<file path="config.mk">
export PLATFORM = sky130hd
export DESIGN_NAME = bist_scheduler_flat
export DESIGN_NICKNAME = d
export VERILOG_FILES = /design/src/rtl/bist_scheduler_if.sv /design/src/rtl/bist_scheduler.sv /design/src/flat_wrapper.sv
export SDC_FILE = /design/constraint.sdc
export NUM_CORES = 1
export LEC_CHECK = 0
export CORE_ASPECT_RATIO = 1.2
export CORE_MARGIN = 2
export CORE_UTILIZATION = 54
export DETAILED_ROUTE_END_ITERATION = 6
export MAX_ROUTING_LAYER = met4
export PLACE_DENSITY = 0.78
export SYNTH_ARGS = -nofsm -noshare
export SYNTH_HDL_FRONTEND = slang
export SYNTH_SLANG_ARGS = --single-unit
</file>
<file path="constraint.sdc">
create_clock -name clk -period 2.53 [get_ports clk]
set_clock_uncertainty 0.2 [all_clocks]
set_input_delay 0.253 -clock clk [delete_from_list [all_inputs] [get_ports clk]]
set_output_delay 0.253 -clock clk [all_outputs]
set_load 0.01 [all_outputs]
</file>
<file path="src/rtl/bist_scheduler_if.sv">
// BIST controller / MISR side of the session scheduler.
// master drives target select and pulses; slave returns status.
interface bist_scheduler_if #(
  parameter int SEL_W = 2
);
  logic             ctrl_start;
  logic             misr_clr;
  logic [SEL_W-1:0] cut_sel;
  logic             ctrl_running;
  logic             ctrl_bist_end;
  logic             sig_match;

  modport master (
    output ctrl_start,
    output misr_clr,
    output cut_sel,
    input  ctrl_running,
    input  ctrl_bist_end,
    input  sig_match
  );

  modport slave (
    input  ctrl_start,
    input  misr_clr,
    input  cut_sel,
    output ctrl_running,
    output ctrl_bist_end,
    output sig_match
  );
endinterface

</file>
<file path="src/rtl/bist_scheduler.sv">
// BIST session scheduler: runs each CUT through one shared
// pattern controller and MISR, collecting per-CUT results.
module bist_scheduler #(
  parameter int NUM_CUT = 4,
  parameter int SEL_W   = 2,
  parameter int TO_W    = 8,
  parameter int TIMEOUT = 255
) (
  input  logic               clk,
  input  logic               reset,
  input  logic               start,
  input  logic               abort,
  bist_scheduler_if.master   bus,
  output logic               busy,
  output logic               done,
  output logic               pass,
  output logic [NUM_CUT-1:0] fail_vec,
  output logic               timeout_err
);

  typedef enum logic [2:0] {
    S_IDLE,
    S_CLEAR,
    S_LAUNCH,
    S_WAIT,
    S_CHECK,
    S_DONE
  } state_t;

  localparam logic [SEL_W-1:0] LAST   = SEL_W'(NUM_CUT - 1);
  localparam logic [TO_W-1:0]  TO_LIM = TO_W'(TIMEOUT);

  state_t            state;
  logic              prev_start;
  logic              seen_run;
  logic [TO_W-1:0]   timer;
  logic [SEL_W-1:0]  sel_q;
  logic              ctrl_start_q;
  logic              misr_clr_q;

  logic start_edge;
  logic complete;
  logic expired;

  assign start_edge = start & ~prev_start;
  // end flag only counts once this run was seen running
  assign complete   = seen_run & bus.ctrl_bist_end;
  assign expired    = (timer == TO_LIM);

  assign bus.ctrl_start = ctrl_start_q;
  assign bus.misr_clr   = misr_clr_q;
  assign bus.cut_sel    = sel_q;

  always_ff @(posedge clk or negedge reset) begin
    if (!reset) begin
      state        <= S_IDLE;
      prev_start   <= 1'b0;
      seen_run     <= 1'b0;
      timer        <= '0;
      sel_q        <= '0;
      ctrl_start_q <= 1'b0;
      misr_clr_q   <= 1'b0;
      busy         <= 1'b0;
      done         <= 1'b0;
      pass         <= 1'b0;
      fail_vec     <= '0;
      timeout_err  <= 1'b0;
    end else begin
      prev_start   <= start;
      ctrl_start_q <= 1'b0;
      misr_clr_q   <= 1'b0;
      if (abort && state != S_IDLE) begin
        state <= S_IDLE;
        busy  <= 1'b0;
        done  <= 1'b0;
        pass  <= 1'b0;
        sel_q <= '0;
      end else begin
        case (state)
          S_IDLE, S_DONE: begin
            if (start_edge) begin
              state       <= S_CLEAR;
              sel_q       <= '0;
              fail_vec    <= '0;
              timeout_err <= 1'b0;
              done        <= 1'b0;
              pass        <= 1'b0;
              busy        <= 1'b1;
              misr_clr_q  <= 1'b1;
            end
          end
          S_CLEAR: begin
            state        <= S_LAUNCH;
            ctrl_start_q <= 1'b1;
          end
          S_LAUNCH: begin
            state    <= S_WAIT;
            timer    <= '0;
            seen_run <= 1'b0;
          end
          S_WAIT: begin
            if (bus.ctrl_running)
              seen_run <= 1'b1;
            if (complete) begin
              fail_vec[sel_q] <= ~bus.sig_match;
              state           <= S_CHECK;
            end else if (expired) begin
              fail_vec[sel_q] <= 1'b1;
              timeout_err     <= 1'b1;
              state           <= S_CHECK;
            end else begin
              timer <= timer + 1'b1;
            end
          end
          S_CHECK: begin
            if (sel_q == LAST) begin
              state <= S_DONE;
              busy  <= 1'b0;
              done  <= 1'b1;
              pass  <= ~|fail_vec;
            end else begin
              state      <= S_CLEAR;
              sel_q      <= sel_q + 1'b1;
              misr_clr_q <= 1'b1;
            end
          end
          default: begin
            state <= S_IDLE;
            busy  <= 1'b0;
          end
        endcase
      end
    end
  end

endmodule

</file>
<file path="src/flat_wrapper.sv">
// flat-port wrapper written by rule: the top's interface ports become plain ports
module bist_scheduler_flat 
#(
  parameter int NUM_CUT = 4,
  parameter int SEL_W   = 2,
  parameter int TO_W    = 8,
  parameter int TIMEOUT = 255
)
  (clk, reset, start, abort, busy, done, pass, fail_vec, timeout_err, bus_ctrl_start, bus_misr_clr, bus_cut_sel, bus_ctrl_running, bus_ctrl_bist_end, bus_sig_match);
  bist_scheduler_if #(.SEL_W(SEL_W)) bus_i ();
  input  logic clk;
  input  logic reset;
  input  logic start;
  input  logic abort;
  output logic busy;
  output logic done;
  output logic pass;
  output logic [NUM_CUT-1:0] fail_vec;
  output logic timeout_err;
  output wire logic [$bits(bus_i.ctrl_start)-1:0] bus_ctrl_start;
  output wire logic [$bits(bus_i.misr_clr)-1:0] bus_misr_clr;
  output wire logic [$bits(bus_i.cut_sel)-1:0] bus_cut_sel;
  input wire logic [$bits(bus_i.ctrl_running)-1:0] bus_ctrl_running;
  input wire logic [$bits(bus_i.ctrl_bist_end)-1:0] bus_ctrl_bist_end;
  input wire logic [$bits(bus_i.sig_match)-1:0] bus_sig_match;
  assign bus_ctrl_start = bus_i.ctrl_start;
  assign bus_misr_clr = bus_i.misr_clr;
  assign bus_cut_sel = bus_i.cut_sel;
  assign bus_i.ctrl_running = bus_ctrl_running;
  assign bus_i.ctrl_bist_end = bus_ctrl_bist_end;
  assign bus_i.sig_match = bus_sig_match;
  bist_scheduler #(.NUM_CUT(NUM_CUT), .SEL_W(SEL_W), .TO_W(TO_W), .TIMEOUT(TIMEOUT)) u_core (.clk(clk), .reset(reset), .start(start), .abort(abort), .bus(bus_i), .busy(busy), .done(done), .pass(pass), .fail_vec(fail_vec), .timeout_err(timeout_err));
endmodule
</file>
==> qor.txt, run 1 <==
CTS Buf Count -> 3
hold bufs inserted after CTS -> 0
Seq/Total Area, Yosys -> 42.2%
kind of end point of the critical path -> flip-flop
synthesized area -> 1480 um^2
Tot Pwr -> 909 uW
CP startpoint kind -> flip-flop
Syn. warnings -> 0
worst slew pin tran -> 0.531 ns
Max-slew headroom -> 64.3%
share of the synthesized area in the top cell type -> 42.2%
# Post-CTS Setup Buffers -> 0
critical path class -> reg2reg
largest net degree at the start of global routing -> 26
Inst Count DP -> 199
status -> finished, final reports clean
final core occ -> 67.6%
Max FO, Critical Path -> 14
syn avg cell area -> 9.89 um^2
WP data arrival -> 2.11 ns
Layout Area Growth over Synthesis -> 17.4%
Starting DRT DRC Count -> 42
Ports -> 19
Root Driver -> clkbuf_4
Initial Utilization -> 57.6%
final worst-path cycle share -> 82.6%
Bufs on Longest Clock Path -> 2
min-delay worst type -> in2async
Die W -> 51.9 um
clk sinks -> 25
Core ar. -> 2580 um^2
CTS tree -> yes
std cell rows -> 20
final worst path period need -> 2.09 ns
initial antenna violation count -> 0
GRT Resource Usage Total -> 24.9%
reg2reg start -> u_core.state[1]
setup_tns -> 0 ns
Net Count, Synth -> 162
First-pass DRT Iterations -> 4
vias per std cell -> 6.44
DP Wirelength -> 2480 um
setup ws final -> 0.441 ns
Antenna Cells -> 0
layout cells sized above 1 -> 14.1%
per-cell routed wire length -> 16.6 um
ys async rst share -> 100%
GPL Wtd Cong -> 0.831
Reg2Reg Setup Slack -> 0.44 ns
Post-synth EDFFs -> 0
first-pass GRT wire length -> 5710 um
Yosys cell types -> 54
Main synth FF type -> dfrtp_1
CP required -> 2.55 ns
PwrDens -> 522 nW/um^2
Synth area leader -> dfrtp_1
Total Routed Length -> 3360 um
max-slew violations -> 0
Chip Height -> 61.4 um
largest cells by area after synthesis -> dfrtp_1, ha_1, a21oi_1
Leak -> 0.000723 uW
Syn Inst Count -> 150
Finish-stage setup viols -> 0
Fmax -> 479 MHz
Worst R2R End -> u_core.fail_vec[0]
clk slew on worst S/H paths -> 0.14 ns
post-CTS resize count -> 0
die area -> 3190 um^2
worst skew pair latency -> 0.33 ns
DRC Markers -> 0
I/O Buffers -> 18
routed vias -> 1,308
post-route ant nets -> 0
# Max-Cap Violations -> 0
Fillers -> 218
pre-CTS setup slack -> 0.291 ns
grt ovf -> 0
Non-Filler Instances -> 203
worst r2r path cells -> 4
htree depth -> 1
#FFs+latches synth -> 25
Layout Nets -> 183
Max IR drop VDD -> 0.376 mV
Hold Vio Cnt, Final -> 0
vias in the first global route -> 1,279
RSZ-0062 raised after global routing -> no
-- registers in the layout, summed over array words and instances (netlist names), 2 cells and up --
name,count
u_core.state,3
u_core.timer,8
u_core.bus.cut_sel,2
u_core.fail_vec,4
-- layer usage --
layer	vias to the layer above	wire length [um]	track usage (%)
li1	612	-	-
met1	641	1420	28.2
met2	46	1730	43.8
met3	9	132	2.91
met4	0	76	12.0
met5	-	0	-
-- worst max-delay path, stage by stage (launching register included) --
cell	delay, ns
dfrtp_1	0.54
or4b_4	0.62
a21oi_4	0.15
o22ai_2	0.11
a221o_1	0.37
-- Yosys cell counts (2+ instances only) --
cell type / instances
dfrtp_1: 25
nand2_1: 10
nor2_1: 10
a21oi_1: 9
inv_1: 9
ha_1: 5
nand3_1: 5
o21ai_0: 5
a221o_1: 4
buf_2: 4
nor3b_1: 4
o221ai_1: 4
clkbuf_1: 3
nand2b_1: 3
or4_1: 3
a22o_1: 2
a31o_2: 2
and2_1: 2
and3_1: 2
mux2_2: 2
nand3b_1: 2
o41ai_1: 2
or3_1: 2
-- layout make-up --
type / count / area, um^2 / share of cell area [%]
Inverter: 9 / 33.8 / 1.94
Tap cell: 33 / 41.3 / 2.37
Timing Repair Buffer: 26 / 240 / 13.8
Clock inverter: 1 / 5.00 / 0.287
Clock buffer: 3 / 22.5 / 1.29
Sequential cell: 25 / 626 / 35.9
Multi-Input combinational cell: 106 / 773 / 44.4
-- worst max-delay path by stage --
stage	end	depth (start not counted)	slack, ns	from
5_1_grt	u_core.timer[7]	5	0.35	u_core.timer[0]
3_3_place_gp	u_core.fail_vec[3]	5	0.34	start
6_report	u_core.fail_vec[0]	4	0.44	u_core.state[1]
2_1_floorplan	u_core.fail_vec[0]	5	0.63	u_core.state[0]
4_1_cts	u_core.timer[7]	5	0.44	u_core.timer[0]
3_5_place_dp	u_core.fail_vec[0]	5	0.29	start
-- layout by cell type (no fill, tap or decap), types with 2 or more instances in the layout --
master | Yosys | final
buf_4 | 0 | 8
ha_1 | 5 | 5
a22o_1 | 2 | 2
a21oi_1 | 9 | 9
o221ai_1 | 4 | 4
mux2_2 | 2 | 2
or4_1 | 3 | 3
clkdlybuf4s50_1 | 0 | 18
o41ai_1 | 2 | 2
nor2_1 | 10 | 10
nor3b_1 | 4 | 4
and3_1 | 2 | 2
and2_1 | 2 | 2
inv_1 | 9 | 9
clkbuf_4 | 0 | 3
nand2b_1 | 3 | 3
nand3b_1 | 2 | 2
o21ai_0 | 5 | 5
nand3_1 | 5 | 5
dfrtp_1 | 25 | 25
a31o_2 | 2 | 2
or3_1 | 2 | 2
nand2_1 | 10 | 10
a221o_1 | 4 | 4
-- kinds of logic (layout without fill, tap and decap cells) --
family,Yosys count,count (layout),synth area share [%]
and+or+nand+nor,53,53,21.3
AOI/OAI and AO/OA,45,45,24.4
DFF,25,25,42.2
buffers and inverters,19,39,5.73
adders and majority gates,5,5,4.22
muxes,3,3,2.19
-- power breakdown --
| group | internal, uW | total [uW] | leakage, uW | switching, uW |
|---|---|---|---|---|
| sequential | 441 | 505 | 0.000333 | 64.7 |
| clock | 59.4 | 184 | 0.0000177 | 124 |
| combinational | 103 | 220 | 0.000372 | 116 |
| total | 603 | 909 | 0.000723 | 305 |
-- metrics by stage --
stage / area (um^2) / hold WS [ns]
5_1_grt: 1740 / 0.0924
6_report: 1740 / 0.0735
2_1_floorplan: 1480 / -0.243
3_5_place_dp: 1710 / 0.282
4_1_cts: 1740 / 0.0826
3_3_place_gp: 1710 / 0.279
Power figures use the tool's default switching activity.
==> run 2: changes to the inputs <==
--- a/config.mk
+++ b/config.mk
@@ -7,10 +7,10 @@
 export LEC_CHECK = 0
 export CORE_ASPECT_RATIO = 1.2
 export CORE_MARGIN = 2
-export CORE_UTILIZATION = 54
+export CORE_UTILIZATION = 49
 export DETAILED_ROUTE_END_ITERATION = 6
 export MAX_ROUTING_LAYER = met4
-export PLACE_DENSITY = 0.78
+export PLACE_DENSITY = 0.75
 export SYNTH_ARGS = -nofsm -noshare
 export SYNTH_HDL_FRONTEND = slang
 export SYNTH_SLANG_ARGS = --single-unit
==> constraint.sdc (replaced) <==
create_clock -name clk -period 1.85 [get_ports clk]
set_clock_uncertainty 0.2 [all_clocks]
set_input_delay 0.185 -clock clk [delete_from_list [all_inputs] [get_ports clk]]
set_output_delay 0.185 -clock clk [all_outputs]
set_load 0.01 [all_outputs]
==> run 2 against run 1 <==
  * The run now ends with negative setup slack left
  * Combinational power is 120% higher
  * Non-clock buffer count is 29 higher
  * Worst setup slack worse by 0.50 ns
  * Global-route usage grew 0.51 points
  * First-iteration DRC count fell by 21%
  * Maximum frequency grew 9.5%
  * Highest routed layer unchanged
==> qor.txt, run 2 (synthesized netlist as in run 1, its figures left out) <==
max reg flops -> 8 (unchanged)
First-pass DRT Iterations -> 5 (was 4)
Leak -> 0.000867 uW (was 0.000723 uW)
Root Driver -> clkbuf_4 (unchanged)
WP data arrival -> 1.94 ns (was 2.11 ns)
I/O Buffers -> 18 (unchanged)
vias per std cell -> 5.99 (was 6.44)
grt met3 use -> 3.27% (was 2.91%)
GRT Resource Usage Total -> 25.4% (was 24.9%)
post-route cell area -> 2020 um^2 (was 1740 um^2)
Chip Height -> 64.3 um (was 61.4 um)
DRC Markers -> 0 (unchanged)
initial antenna violation count -> 0 (unchanged)
critical path class -> reg2reg (unchanged)
per-cell routed wire length -> 17.0 um (was 16.6 um)
hold_sp -> start
Antenna Cells -> 0 (unchanged)
CTS tree -> yes (unchanged)
Finish-stage setup viols -> 4 (was 0)
Layout Nets -> 212 (was 183)
Fmax -> 524 MHz (was 479 MHz)
most frequent cells in the layout -> buf_4, dfrtp_1, clkdlybuf4s50_1 (was dfrtp_1, clkdlybuf4s50_1, nor2_1, nand2_1)
Biggest register -> u_core.timer (unchanged)
PwrDens -> 697 nW/um^2 (was 522 nW/um^2)
grt ovf -> 0 (unchanged)
setup_tns -> -0.180 ns (was 0 ns)
reg2reg start -> u_core.state[1] (unchanged)
Initial Utilization -> 52.3% (was 57.6%)
pre-CTS setup slack -> -0.298 ns (was 0.291 ns)
Ports -> 19 (unchanged)
worst r2r path cells -> 4 (unchanged)
Buf/Inv on CP -> 0 (unchanged)
final worst-path cycle share -> 103% (was 82.6%)
status -> complete, but fails checks (was finished, final reports clean)
setup ws final -> -0.0576 ns (was 0.441 ns)
Post-DP Area -> 1910 um^2 (was 1710 um^2)
CTS Buf Count -> 3 (unchanged)
worst slew pin tran -> 0.318 ns (was 0.531 ns)
first-pass GRT wire length -> 6320 um (was 5710 um)
worst skew pair latency -> 0.34 ns (was 0.33 ns)
Starting DRT DRC Count -> 33 (was 42)
kind of end point of the critical path -> flip-flop (unchanged)
Worst R2R End -> u_core.fail_vec[1] (was u_core.fail_vec[0])
std cell rows -> 21 (was 20)
hold path cells -> 2
max-slew violations -> 0 (unchanged)
Core ar. -> 2840 um^2 (was 2580 um^2)
Max-slew headroom -> 78.5% (was 64.3%)
htree depth -> 1 (unchanged)
Max FO, Critical Path -> 4 (was 14)
met1 Use GR -> 29.0% (was 28.2%)
Die W -> 54.2 um (was 51.9 um)
layout cells sized above 1 -> 29.1% (was 14.1%)
top flop regs -> u_core.timer: 8 flops, u_core.fail_vec: 4 flops, u_core.state: 3 flops (unchanged)
final worst path period need -> 1.91 ns (was 2.09 ns)
clk slew on worst S/H paths -> 0.14 ns (about the same)
Max IR drop VDD -> 0.554 mV (was 0.376 mV)
worst path cell trace -> or4b_4, a21oi_4, o22ai_4, a221o_1 (was or4b_4, a21oi_4, o22ai_2, a221o_1)
Worst path top cell family by delay -> compound AO/OA/AOI/OAI gates (unchanged)
Hold Vio Cnt, Final -> 0 (unchanged)
CP startpoint -> u_core.state[1] (unchanged)
Worst path max stage delay -> 0.55 ns (was 0.62 ns)
CP startpoint kind -> flip-flop (unchanged)
largest net degree at the start of global routing -> 26 (unchanged)
die area -> 3490 um^2 (was 3190 um^2)
min-delay worst type -> in2reg (was in2async)
most used routing layer -> met2 (unchanged)
hold endpoint -> u_core.prev_start
DP Wirelength -> 2800 um (was 2480 um)
CP max-delay cell -> or4b_4 (unchanged)
RSZ-0062 raised after global routing -> yes (was no)
Fillers -> 212 (was 218)
Layout Area Growth over Synthesis -> 36.0% (was 17.4%)
failing checks -> negative setup slack
GPL Wtd Cong -> 0.888 (was 0.831)
routed vias -> 1,396 (was 1,308)
most common cell after layout, fill and taps aside -> buf_4 (was dfrtp_1)
Total Routed Length -> 3960 um (was 3360 um)
CP required -> 1.89 ns (was 2.55 ns)
GR Layer Usage met2 -> 43.8% (about the same)
Bufs on Longest Clock Path -> 2 (unchanged)
vias in the first global route -> 1,429 (was 1,279)
Reg2Reg Setup Slack -> -0.06 ns (was 0.44 ns)
# Max-Cap Violations -> 0 (unchanged)
clk sinks -> 25 (unchanged)
post-route ant nets -> 0 (unchanged)
==> run 2: worst reg2reg max path: stages, from the launching register on <==
cell     delay [ns]
dfrtp_1        0.43
or4b_4         0.55
a21oi_4        0.18
o22ai_4        0.11
a221o_1        0.34
==> run 2: final cells by class <==
class	instances	area [um^2]	share of cell area (%)
clock buffer	4	26.3	1.30
tap	34	42.5	2.11
timing repair buffer	55	464	23.0
sequential	25	626	31.0
multi-input combinational	106	826	40.9
inverter	9	33.8	1.67
==> run 2: report_power, final <==
| part | leakage (uW) | switching [uW] | internal (uW) |
|---|---|---|---|
| clock network | 0.0000150 | 182 | 85.0 |
| logic | 0.000519 | 244 | 243 |
| registers | 0.000333 | 48.4 | 603 |
| total | 0.000867 | 474 | 931 |
==> run 2: what timing repair did <==
item	4_1_cts	5_1_grt
hold endpoints to repair	16	0
hold buffers	1	0
setup buffers	1	1
resized for setup	5	7
pin swaps	3	1
endpoints found under the setup margin	7	10
==> run 2: metal layers <==
metal | share of wire (%) | wire length [um] | vias up
li1 | - | - | 661
met5 | 0 | 0 | -
met4 | 2.2 | 89 | 0
met1 | 40 | 1600 | 693
met2 | 54 | 2150 | 33
met3 | 3.0 | 119 | 9
==> run 2: through the flow <==
stage	utilization (%)	total power, uW	hold WS (ns)	std cells
after floorplan	-	884	-0.311	150
after global placement	67.3	1090	0.277	226
after detailed placement	67.3	1110	0.283	226
after CTS	69.5	1380	0.234	232
after global routing	71.1	1480	0.230	233
final	71.1	1410	0.230	233
==> run 2: worst max-delay path by stage <==
stage                          to  slack [ns]  depth (start not counted)
2_1_floorplan  u_core.fail_vec[0]       -0.03                          5
3_3_place_gp   u_core.fail_vec[3]       -0.24                          5
3_5_place_dp   u_core.fail_vec[0]       -0.30                          5
4_1_cts        u_core.fail_vec[1]       -0.07                          4
5_1_grt        u_core.fail_vec[2]       -0.10                          4
6_report       u_core.fail_vec[1]       -0.06                          4
==> edit: new RTL, flow settings as in run 2 <==
Register the inputs `start` and `abort` before use, cleared by the reset. The logic sees them one clock later. The other inputs are not delayed to match.
--- a/src/rtl/bist_scheduler.sv
+++ b/src/rtl/bist_scheduler.sv
@@ -30,6 +30,19 @@
   localparam logic [SEL_W-1:0] LAST   = SEL_W'(NUM_CUT - 1);
   localparam logic [TO_W-1:0]  TO_LIM = TO_W'(TIMEOUT);
 
+  logic start_q;
+  logic abort_q;
+
+  always_ff @(posedge clk or negedge reset) begin
+    if (!reset) begin
+      start_q <= '0;
+      abort_q <= '0;
+    end else begin
+      start_q <= start;
+      abort_q <= abort;
+    end
+  end
+
   state_t            state;
   logic              prev_start;
   logic              seen_run;
@@ -42,7 +55,7 @@
   logic complete;
   logic expired;
 
-  assign start_edge = start & ~prev_start;
+  assign start_edge = start_q & ~prev_start;
   // end flag only counts once this run was seen running
   assign complete   = seen_run & bus.ctrl_bist_end;
   assign expired    = (timer == TO_LIM);
@@ -66,10 +79,10 @@
       fail_vec     <= '0;
       timeout_err  <= 1'b0;
     end else begin
-      prev_start   <= start;
+      prev_start   <= start_q;
       ctrl_start_q <= 1'b0;
       misr_clr_q   <= 1'b0;
-      if (abort && state != S_IDLE) begin
+      if (abort_q && state != S_IDLE) begin
         state <= S_IDLE;
         busy  <= 1'b0;
         done  <= 1'b0;
Behaviour: not the same (Yosys sat finds a counterexample within 4 cycles, from zero or initial values and one cycle with reset low).
==> edit against run 2 <==
- the run still ends with negative setup slack left
- sequential cell count rose by 2
- setup slack improved by 3.4 ps
- wire length fell by 9.0%
- first-iteration DRC count rose by 55%
- maximum frequency rose by 0.18%
- total power fell by 6.8%
- non-clock buffer count fell by 9
- combinational power fell by 25%
- final area fell by 2.5%
- synthesized area fell by 2.4%
- highest routed layer unchanged
==> edit: results (changes against run 2) <==
metric;value;unit;change
drt_iter0_markers;51;;+55%
drive_above_1_share;0.2462;;-0.04530
grt_use_met3;0.02844;;-0.004274
setup_violations;12;;+8
n_all_buffers;46;;-16%
yosys-top-cells-area;dfrtp_1 47%, nor2_1 4.4%, ha_1 4.3%, nand2_1 3.6%, xor2_1 3.6%;;
seq_share;0.3441;;+0.03417
holdWs;9.126;ps;-220.8 ps
drt_wl_total;3.605;mm;-9.0%
gp_congestion;0.8608;;-3.0%
buf_share;0.2023;;-0.02772
grt_pass1_vias;1245;;-13%
wl_met3;188;um;+58%
violations;negative setup slack;;
first_pass_iters;4;;-1
yosysUniqueCellTypes;42;;-22%
synth.area.mux_share;0.007779;;-0.01414
inv_count;4;;-5
end_kind;flop;;
cp_max_fo;7;;+3
r2r_start;u_core.abort_q;;
hpwlAfterDp;2.468;mm;-12%
tns;-258.2;ps;-78.24 ps
status;finished with violations;;
postPlaceCellArea;0.001842;sq mm;-3.6%
wl_met1;1.522;mm;-4.8%
vias;1353;;-3.1%
hold_path_class;input pin to async pin;;
seq_area_frac_synth;0.4667;;+0.04514
cts_setup_buffers;3;;+2
p_seq_frac;0.527;;+0.064
vdd_drop_max;0.6114;mV;+10%
met1_usage;0.2785;;-0.01113
n_fill_cell;204;;-3.8%
use_met2;0.3395;;-0.09875
p_per_area;666.0;mW/mm^2;-4.4%
clkCellAreaFrac;0.01336;;+0.0003396
flops_and_latches;27;;+8.0%
area_growth;35.87;%;about the same
internal_power;0.9083;mW;-2.5%
synthAdderAreaFrac;0.04322;;+0.001057
setup_ws;-54.12;ps;+3.434 ps
cts_resized;6;;+1
yosys-top-cells-count;27 x dfrtp_1, 17 x nor2_1, 14 x nand2_1;;
r2r_cells;6;;+2
grt_use_total;0.2200;;-0.03448
leakage;0.8813;nW;+1.6%
dp.cells;221;;-2.2%
synth-compound-area-share;0.1556;;-0.08810
clkLatencyLatePin;320;ps;-20 ps
grt_max_degree;28;;+7.7%
multi_input_area_share;0.4109;;+0.001766
post_drt_wl_per_cell;15.74;um;-7.4%
worst_slew_pin_slew;516.9;ps;+198.8 ps
place_ws;-60.21;ps;+237.7 ps
multi_input_comb_cells;114;;+7.5%
p_comb_frac;0.278;;-0.069
edit: cell count changes after synthesis, moves of 4 or more:
cell	run 2	this run
a221o_1	4	0
nand2_1	10	14
o21ai_0	5	9
o221ai_1	4	0
inv_1	9	4
nor3_1	0	4
buf_2	4	0
nand4_1	1	5
xor2_1	0	6
nor2_1	10	17
edit: worst max-delay path by stage:
stage	from	slack (ps)	to	depth (start not counted)
4_1_cts	u_core.abort_q	-30	u_core.timer[5]	6
3_5_place_dp	u_core.abort_q	-60	u_core.fail_vec[0]	5
6_report	u_core.abort_q	-50	u_core.timer[5]	6
3_3_place_gp	u_core.state[1]	-20	u_core.fail_vec[0]	5
5_1_grt	u_core.abort_q	-120	u_core.timer[5]	6
2_1_floorplan	u_core.state[1]	20	u_core.fail_vec[1]	5
edit: worst max-delay path, stage by stage, from the launching register on:
cell and delay (ps):
dfrtp_1 460, buf_6 140, or3b_4 390, a31oi_4 240
nand4_1 150, xor2_1 160, nor2_1 100
